$ cat src/rtl/pipelined_adder_nbit.sv
// Pipelined N-bit adder/subtractor.
// Each stage adds one SEG_WIDTH-bit segment and hands its carry to the next
// stage. The upper operand segments still waiting to be added travel down
// the pipe with the operation, and so do the finished lower result segments.
// This gives an aligned full-width result NSEG cycles after accept.
// A single advance enable, driven by the output handshake, stalls every
// register together.
module pipelined_adder_nbit #(
  parameter int WIDTH     = 8,
  parameter int SEG_WIDTH = 4
) (
  input  logic             clk,
  input  logic             rst_n,
  input  logic             in_valid,
  output logic             in_ready,
  input  logic [WIDTH-1:0] a,
  input  logic [WIDTH-1:0] b,
  input  logic             cin,
  input  logic             sub,
  output logic             out_valid,
  input  logic             out_ready,
  output logic [WIDTH-1:0] sum,
  output logic             cout,
  output logic             ovf
);

  localparam int NSEG = WIDTH / SEG_WIDTH;

  logic             adv;
  logic [WIDTH-1:0] b_eff;
  logic             c0;

  logic             out_valid_q;
  logic [WIDTH-1:0] sum_q;
  logic             cout_q;
  logic             ovf_q;

  // The pipe moves only when the output slot is empty or being drained.
  assign adv      = !out_valid_q || out_ready;
  assign in_ready = adv;

  // Subtraction is A + ~B + 1, so cin has no effect in that mode.
  assign b_eff = sub ? ~b : b;
  assign c0    = sub ? 1'b1 : cin;

  for (genvar k = 0; k < NSEG; k++) begin : g_stage
    localparam int LO = k * SEG_WIDTH;
    localparam int RW = LO + SEG_WIDTH;

    // Operand bits not yet added (this segment in the low SEG_WIDTH bits).
    logic [WIDTH-LO-1:0] a_src;
    logic [WIDTH-LO-1:0] b_src;
    logic                c_src;
    logic                v_src;
    logic [RW-1:0]       res_d;
    logic [SEG_WIDTH:0]  seg_sum;

    assign seg_sum = {1'b0, a_src[SEG_WIDTH-1:0]}
                   + {1'b0, b_src[SEG_WIDTH-1:0]}
                   + {{SEG_WIDTH{1'b0}}, c_src};

    if (k == 0) begin : g_first
      assign a_src = a;
      assign b_src = b_eff;
      assign c_src = c0;
      assign v_src = in_valid;
      assign res_d = seg_sum[SEG_WIDTH-1:0];
    end else begin : g_next
      assign a_src = g_stage[k-1].g_mid.a_q;
      assign b_src = g_stage[k-1].g_mid.b_q;
      assign c_src = g_stage[k-1].g_mid.c_q;
      assign v_src = g_stage[k-1].g_mid.v_q;
      assign res_d = {seg_sum[SEG_WIDTH-1:0], g_stage[k-1].g_mid.res_q};
    end

    if (k < NSEG - 1) begin : g_mid
      logic                v_q;
      logic                c_q;
      logic [RW-1:0]       res_q;
      logic [WIDTH-RW-1:0] a_q;
      logic [WIDTH-RW-1:0] b_q;

      // Intermediate stage: register the finished low segments, carry, and the remaining operand bits.
      always_ff @(posedge clk or negedge rst_n) begin
        if (!rst_n) begin
          v_q   <= 1'b0;
          c_q   <= 1'b0;
          res_q <= '0;
          a_q   <= '0;
          b_q   <= '0;
        end else if (adv) begin
          v_q   <= v_src;
          c_q   <= seg_sum[SEG_WIDTH];
          res_q <= res_d;
          a_q   <= a_src[WIDTH-LO-1:SEG_WIDTH];
          b_q   <= b_src[WIDTH-LO-1:SEG_WIDTH];
        end
      end
    end else begin : g_last
      logic c_msb;

      // Carry into the MSB is recovered from the MSB sum bit and its operand bits.
      assign c_msb = seg_sum[SEG_WIDTH-1] ^ a_src[SEG_WIDTH-1] ^ b_src[SEG_WIDTH-1];

      // Output stage: result fields load only with a valid operation so they hold across bubbles.
      always_ff @(posedge clk or negedge rst_n) begin
        if (!rst_n) begin
          out_valid_q <= 1'b0;
          sum_q       <= '0;
          cout_q      <= 1'b0;
          ovf_q       <= 1'b0;
        end else if (adv) begin
          out_valid_q <= v_src;
          if (v_src) begin
            sum_q  <= res_d;
            cout_q <= seg_sum[SEG_WIDTH];
            ovf_q  <= c_msb ^ seg_sum[SEG_WIDTH];
          end
        end
      end
    end
  end

  assign out_valid = out_valid_q;
  assign sum       = sum_q;
  assign cout      = cout_q;
  assign ovf       = ovf_q;

endmodule

$ cat config.mk
export PLATFORM = sky130hd
export DESIGN_NAME = pipelined_adder_nbit
export DESIGN_NICKNAME = d
export VERILOG_FILES = /design/src/rtl/pipelined_adder_nbit.sv
export SDC_FILE = /design/constraint.sdc
export NUM_CORES = 1
export LEC_CHECK = 0
export CAP_MARGIN = 30
export CELL_PAD_IN_SITES_DETAIL_PLACEMENT = 0
export CELL_PAD_IN_SITES_GLOBAL_PLACEMENT = 2
export CORE_UTILIZATION = 27
export DETAILED_ROUTE_END_ITERATION = 8
export PLACE_DENSITY_LB_ADDON = 0.1
export SYNTH_ARGS = -nofsm -noshare
export SYNTH_HDL_FRONTEND = slang
export SYNTH_SLANG_ARGS = --single-unit
$ cat constraint.sdc
create_clock -name clk -period 1.9 [get_ports clk]
set_input_delay 0.285 -clock clk [delete_from_list [all_inputs] [get_ports clk]]
set_output_delay 0.285 -clock clk [all_outputs]
set_load 0.01 [all_outputs]
==> results.cfg, run 1 <==
[outcome]
status = finished, violations left
failed_checks = DRC, setup timing

[layout]
multi_input_area_um2 = 635.6
final-seq-area_um2 = 625.6
fin_nets = 183
layout-drive-gt1-share_pct = 24.00
final_core_util_pct = 41.02
fin_area_mm2 = 0.001823
area_delta_synth_final_pct = 42.98
n_antenna_cell = 0
fillers = 442

[floorplan]
dieArea_mm2 = 0.005001
boundaryPins = 34
start_util_pct = 28.69
core_area_mm2 = 0.004444
die_h_um = 70.72
die_x_um = 70.72
row_count = 24

[logic_synthesis]
syn_area_mm2 = 0.001275
yosys.area.top_type_share_pct = 49.07
yosysSeqAreaShare_pct = 49.07
yosys.area.top_type = dfrtp_1
ys_top_cells_by_area = dfrtp_1 (49%), mux2_2 (11%), fa_1 (6.3%)
async_reset_ff_share_pct = 100.0
synth-seq-cells = 25
synthCells = 105
yosys.cell_count.top_type = dfrtp_1
netlist_top_cells_count = dfrtp_1 (25), mux2_2 (12), a21oi_1 (8), nand2_1 (7), xnor2_1 (7)
synth_edf_count = 0
syn_area_per_cell_um2 = 12.14
synth_warnings = 0
syn_nets = 137
synth_ff_type = dfrtp_1
yosysUniqueCellTypes = 22

[place]
hpwl_mm = 1.894
post-place-ws_ns = -0.4595
port_buffers = 33
place_congestion = 0.6865
dpl_cell_area_mm2 = 0.001757

[timing]
grt_setup_unrepaired = true
max_freq_ghz = 0.5164
hold_viol = 0
max_slew_margin_pct = 77.98
setup_viol = 1
fin_skew_ns = 0.002344
fin_ws_ns = -0.03645
maxSlewViolCount = 0
min_period_ns = 1.936
max_slew.worst_pin.slew_ns = 0.3302
finalCritPeriodShare_pct = 101.9

[power_and_ir_drop]
swShare_pct = 29.07
p_int_w = 0.001353
power.share.clock_pct = 16.3
power_leakage_nw = 0.8118
p_per_area_mw_per_mm2 = 1046
vdd_ir_drop_max_uv = 282.5
p_seq_share_pct = 41.2
p_sw_w = 0.0005543
pwr-share-comb_pct = 42.5

[clock_tree]
cts_buffer_depth = 2
cts.sinks = 25
clkTransAtPathRegs_ns = 0.08
cts_inserted_buffers = 3
clk_latency_ns = 0.26
postCtsHoldBufs = 0
cts_tree = yes
root_buffer = clkbuf_8
ctsHtreeMaxLevel = 1

[run]
cap_violations = 0

[setup_path]
crit_cells = 8
critPathKind = flop to flop
crit_chain = fa_2 -> inv_1 -> fa_1 -> nor2b_1 -> o21a_1 -> nor2_2 -> xnor3_1 -> o21ai_1
crit_family = adder cells
ff2ff_path_depth = 8
cp.arrival_ns = 2.13
crit_buf_inv = 1
crit_path_start_kind = flop
worstPathRequired_ns = 2.10
crit_fanout = 2
end_kind = flop
critPathSlowestCell = dfrtp_1
slowest_delay_ns = 0.42

[global_route]
grt_pass1_wl_mm = 4.091
first_global_vias = 904
overflow = 0
grt_max_degree = 26
antenna_found_initial = 0
grt_usage_pct = 10.75

[route]
dr_total_vias = 889
antenna_left = 0
route.detailed.drc = 6
wl_per_cell_um = 12.09
dr.pass1.iters = 6
drt_iter0_drc = 21
wirelength_mm = 2.443
via_per_inst = 4.401

[hold_path]
hold_path.class = input pin to asynchronous set/reset pin
[through the flow]
| stage | power (W) | hold slack (ns) | cells | setup TNS [ns] |
|---|---|---|---|---|
| after floorplan | 0.001211 | -0.01059 | 105 | 0 |
| after global placement | 0.001602 | 0.4608 | 197 | -1.696 |
| after detailed placement | 0.001622 | 0.4691 | 197 | -1.833 |
| after CTS | 0.001944 | 0.3914 | 202 | -0.06098 |
| after global routing | 0.002044 | 0.4102 | 202 | -0.1578 |
| final | 0.001907 | 0.3794 | 202 | -0.03645 |
[final cells by class]
cell class,count,share of cell area (%)
multi-input combinational,72,34.87
tap,52,3.569
timing repair buffer,46,24.16
clock buffer,4,2.471
sequential,25,34.32
inverter,3,0.6177
[power groups by stage]
stage	Sequential, W	Combinational, W	Clock, W
3_5_place_dp	0.000799	0.000823	0
4_1_cts	0.000788	0.000825	0.000330
2_1_floorplan	0.000836	0.000375	0
3_3_place_gp	0.000792	0.000810	0
6_report	0.000785	0.000811	0.000311
5_1_grt	0.000806	0.000887	0.000351
[cell usage in the layout (no fill, tap or decap)]
| master | netlist | layout |
|---|---|---|
| clkdlybuf4s50_1 | 0 | 30 |
| ha_1 | 6 | 6 |
| a21o_1 | 3 | 3 |
| nor2b_1 | 1 | 1 |
| mux2_1 | 1 | 1 |
| fa_2 | 0 | 3 |
| or2_4 | 0 | 1 |
| dfrtp_1 | 25 | 25 |
| o21ai_1 | 1 | 1 |
| nand2b_1 | 2 | 2 |
| clkbuf_1 | 1 | 1 |
| a21oi_2 | 0 | 1 |
| o21ai_0 | 5 | 5 |
| xnor3_1 | 1 | 1 |
| fa_1 | 4 | 1 |
| buf_4 | 0 | 12 |
| nor2_1 | 5 | 5 |
| clkbuf_8 | 0 | 3 |
| clkbuf_2 | 0 | 1 |
| xor2_2 | 0 | 1 |
| a21oi_1 | 8 | 7 |
| nor2_2 | 1 | 1 |
| inv_1 | 3 | 3 |
| mux2_2 | 12 | 12 |
| buf_12 | 0 | 1 |
| dlymetal6s2s_1 | 0 | 2 |
| nand2_1 | 7 | 7 |
| xnor2_1 | 7 | 7 |
| o21a_1 | 1 | 1 |
| xor2_1 | 6 | 5 |
[registers in the layout, indices dropped and copies added, names as in the netlist]
signal	flops
g_stage.g_mid.c_q	1
g_stage.g_mid.a_q	4
sum	8
g_stage.g_mid.res_q	4
g_stage.g_mid.b_q	4
out_valid	1
ovf	1
cout	1
g_stage.g_mid.v_q	1
[worst paths after layout]
check / slack, ns / endpoint / from
max: -0.04 / ovf / g_stage[0].g_mid.c_q
min: 0.38 / out_valid / rst_n
max reg2reg: -0.04 / ovf / g_stage[0].g_mid.c_q
min reg2reg: 0.48 / sum[5] / sum[5]
max in group asynchronous: 1.27 / sum[4] / rst_n
min in group clk: 0.48 / sum[5] / sum[5]
[repair_timing]
action	4_1_cts	5_1_grt
buffers inserted	1	0
gates resized for setup	2	6
setup endpoints to repair	5	3
pin swaps	3	6
[routing by layer]
layer  share of wire [%]  vias to the layer above  track usage (%)
met2                  50                       22            17.74
met1                  44                      431            13.74
met3                 3.7                        2            1.709
met5                   0                        -                0
met4                 1.4                        0            5.333
li1                    -                      434                -
[kinds of logic (layout without fill, tap and decap cells)]
kind of cell | after synthesis | in the layout | synth area share, %
simple gates | 17 | 17 | 5.988
flops | 25 | 25 | 49.07
buf+inv | 8 | 53 | 2.748
xor+xnor | 14 | 14 | 10.70
compound gates | 18 | 18 | 7.850
fa+ha+maj | 10 | 10 | 12.17
mux | 13 | 13 | 11.48
(Power assumes the default switching activity.)
==> inputs of run 2 (changes only) <==
--- a/config.mk
+++ b/config.mk
@@ -8,8 +8,9 @@
 export CAP_MARGIN = 30
 export CELL_PAD_IN_SITES_DETAIL_PLACEMENT = 0
 export CELL_PAD_IN_SITES_GLOBAL_PLACEMENT = 2
-export CORE_UTILIZATION = 27
+export CORE_UTILIZATION = 25
 export DETAILED_ROUTE_END_ITERATION = 8
+export HOLD_SLACK_MARGIN = 0.05
 export PLACE_DENSITY_LB_ADDON = 0.1
 export SYNTH_ARGS = -nofsm -noshare
 export SYNTH_HDL_FRONTEND = slang
==> run 2 against run 1 <==
The flow finishes with violations (setup timing). Core utilization decreased by 2.2 points. Clock power is essentially flat. Worst hold slack lost 0.0071 ns. Design area increased by 2.5%. Wire length up 2.5%. Power increased by 2.8%. Sequential power about the same. Clock skew is 0.0029 ns higher. Critical path type unchanged. Critical endpoint is now sum[7]. Largest cell class unchanged. Largest power group unchanged.
==> results.cfg, run 2 (synthesis results as in run 1) <==
[outcome]
status = finished, violations left
failed_checks = setup timing

[clock_tree]
cts_tree = yes
root_buffer = clkbuf_8
cts.sinks = 25
cts_inserted_buffers = 3
clkTransAtPathRegs_ns = 0.09
ctsHtreeMaxLevel = 1
cts_buffer_depth = 2
clk_latency_ns = 0.26

[global_route]
antenna_found_initial = 0
grt_max_degree = 26
grt_usage_pct = 10.33
grt_pass1_wl_mm = 4.098
first_global_vias = 927
overflow = 0

[layout]
layout-drive-gt1-share_pct = 28.29
fin_nets = 185
fillers = 501
fin_area_mm2 = 0.001868
largest_register_ffs = 8
mostFrequentLayoutCells = clkdlybuf4s50_1 (30), dfrtp_1 (25), buf_4 (14)
area_delta_synth_final_pct = 46.52
n_antenna_cell = 0
final_common_cell = clkdlybuf4s50_1

[floorplan]
dieArea_mm2 = 0.005390
start_util_pct = 26.47
die_h_um = 73.42
die_x_um = 73.42
row_count = 25
core_area_mm2 = 0.004817
boundaryPins = 34

[timing]
fin_ws_ns = -0.08678
hold_viol = 0
maxSlewViolCount = 0
finalCritPeriodShare_pct = 104.6
min_period_ns = 1.987
fin_skew_ns = 0.005225
setup_viol = 2
max_slew.worst_pin.slew_ns = 0.3655
grt_setup_unrepaired = true
max_slew_margin_pct = 75.58
max_freq_ghz = 0.5033

[route]
via_per_inst = 4.055
drt_iter0_drc = 30
wirelength_mm = 2.504
dr_total_vias = 888
route.detailed.drc = 0
wl_per_cell_um = 11.43
dr.pass1.iters = 4
antenna_left = 0

[place]
place_congestion = 0.6653
hpwl_mm = 1.917
dpl_cell_area_mm2 = 0.001755
post-place-ws_ns = -0.4457
port_buffers = 33

[setup_path]
ff2ff_path_depth = 8
reg2reg_slack_ns = -0.09
end_kind = flop
crit_path_start_kind = flop
worstPathRequired_ns = 2.06
crit_fanout = 2
critPathKind = flop to flop
r2r_end = sum[7]
r2r_start = g_stage[0].g_mid.c_q
cp.arrival_ns = 2.15

[power_and_ir_drop]
p_per_area_mw_per_mm2 = 1049
vdd_ir_drop_max_uv = 297.0
power_leakage_nw = 0.8227

[run]
cap_violations = 0

[hold_path]
hold_path.class = input pin to asynchronous set/reset pin
run 2: power by group:
part           internal [W]  switching, W
Combinational      0.000544      0.000318
Sequential         0.000696     0.0000875
Clock              0.000150      0.000165
run 2: layout make-up:
type	instances	area [um2]	area share [%]
clock buffer	4	45.04	2.411
inverter	3	11.26	0.6028
multi-input combinational	72	655.6	35.10
sequential	25	625.6	33.49
tap	67	83.83	4.488
timing repair buffer	48	446.7	23.91
run 2: repair_timing:
| item | CTS | global route |
|---|---|---|
| endpoints found under the hold margin | 0 | 0 |
| setup endpoints to repair | 5 | 4 |
| pin swaps | 4 | 12 |
| hold buffers | 0 | 0 |
| gates resized for setup | 2 | 12 |
| setup buffers | 0 | 4 |
run 2: metrics by stage:
stage | power [W] | utilization [%] | std cells | hold WS [ns] | TNS, ns
2_1_floorplan | 0.001211 | - | 105 | -0.01059 | 0
3_3_place_gp | 0.001595 | 36.44 | 211 | 0.4598 | -1.748
3_5_place_dp | 0.001606 | 36.44 | 211 | 0.4688 | -1.902
4_1_cts | 0.001922 | 37.40 | 215 | 0.3864 | -0.04628
5_1_grt | 0.002101 | 38.78 | 219 | 0.4083 | -0.2880
6_report | 0.001960 | 38.78 | 219 | 0.3723 | -0.1520
run 2: how the worst max path moves through the flow:
stage | start | endpoint | slack, ns | cells past startpoint
2_1_floorplan | sub | g_stage[0].g_mid.c_q | 0.003 | 7
3_3_place_gp | sub | g_stage[0].g_mid.c_q | -0.42 | 7
3_5_place_dp | sub | g_stage[0].g_mid.res_q[2] | -0.45 | 7
4_1_cts | g_stage[0].g_mid.b_q[0] | ovf | -0.05 | 8
5_1_grt | g_stage[0].g_mid.c_q | ovf | -0.15 | 7
6_report | g_stage[0].g_mid.c_q | sum[7] | -0.09 | 8
run 2: critical path, stage by stage, from the launching register on:
cell and delay [ns]:
dfrtp_1 0.41, fa_2 0.43, buf_6 0.13, a21o_1 0.16, a21oi_2 0.16, xnor2_2 0.10, buf_4 0.14, buf_4 0.11
mux2_2 0.25
run 2: routing by layer:
layer	GRT usage (%)	vias to the layer above	routed length, um
li1	-	439	-
met1	12.07	424	1065
met2	18.62	23	1329
met3	1.235	2	75
met4	5.128	0	34
met5	0	-	0
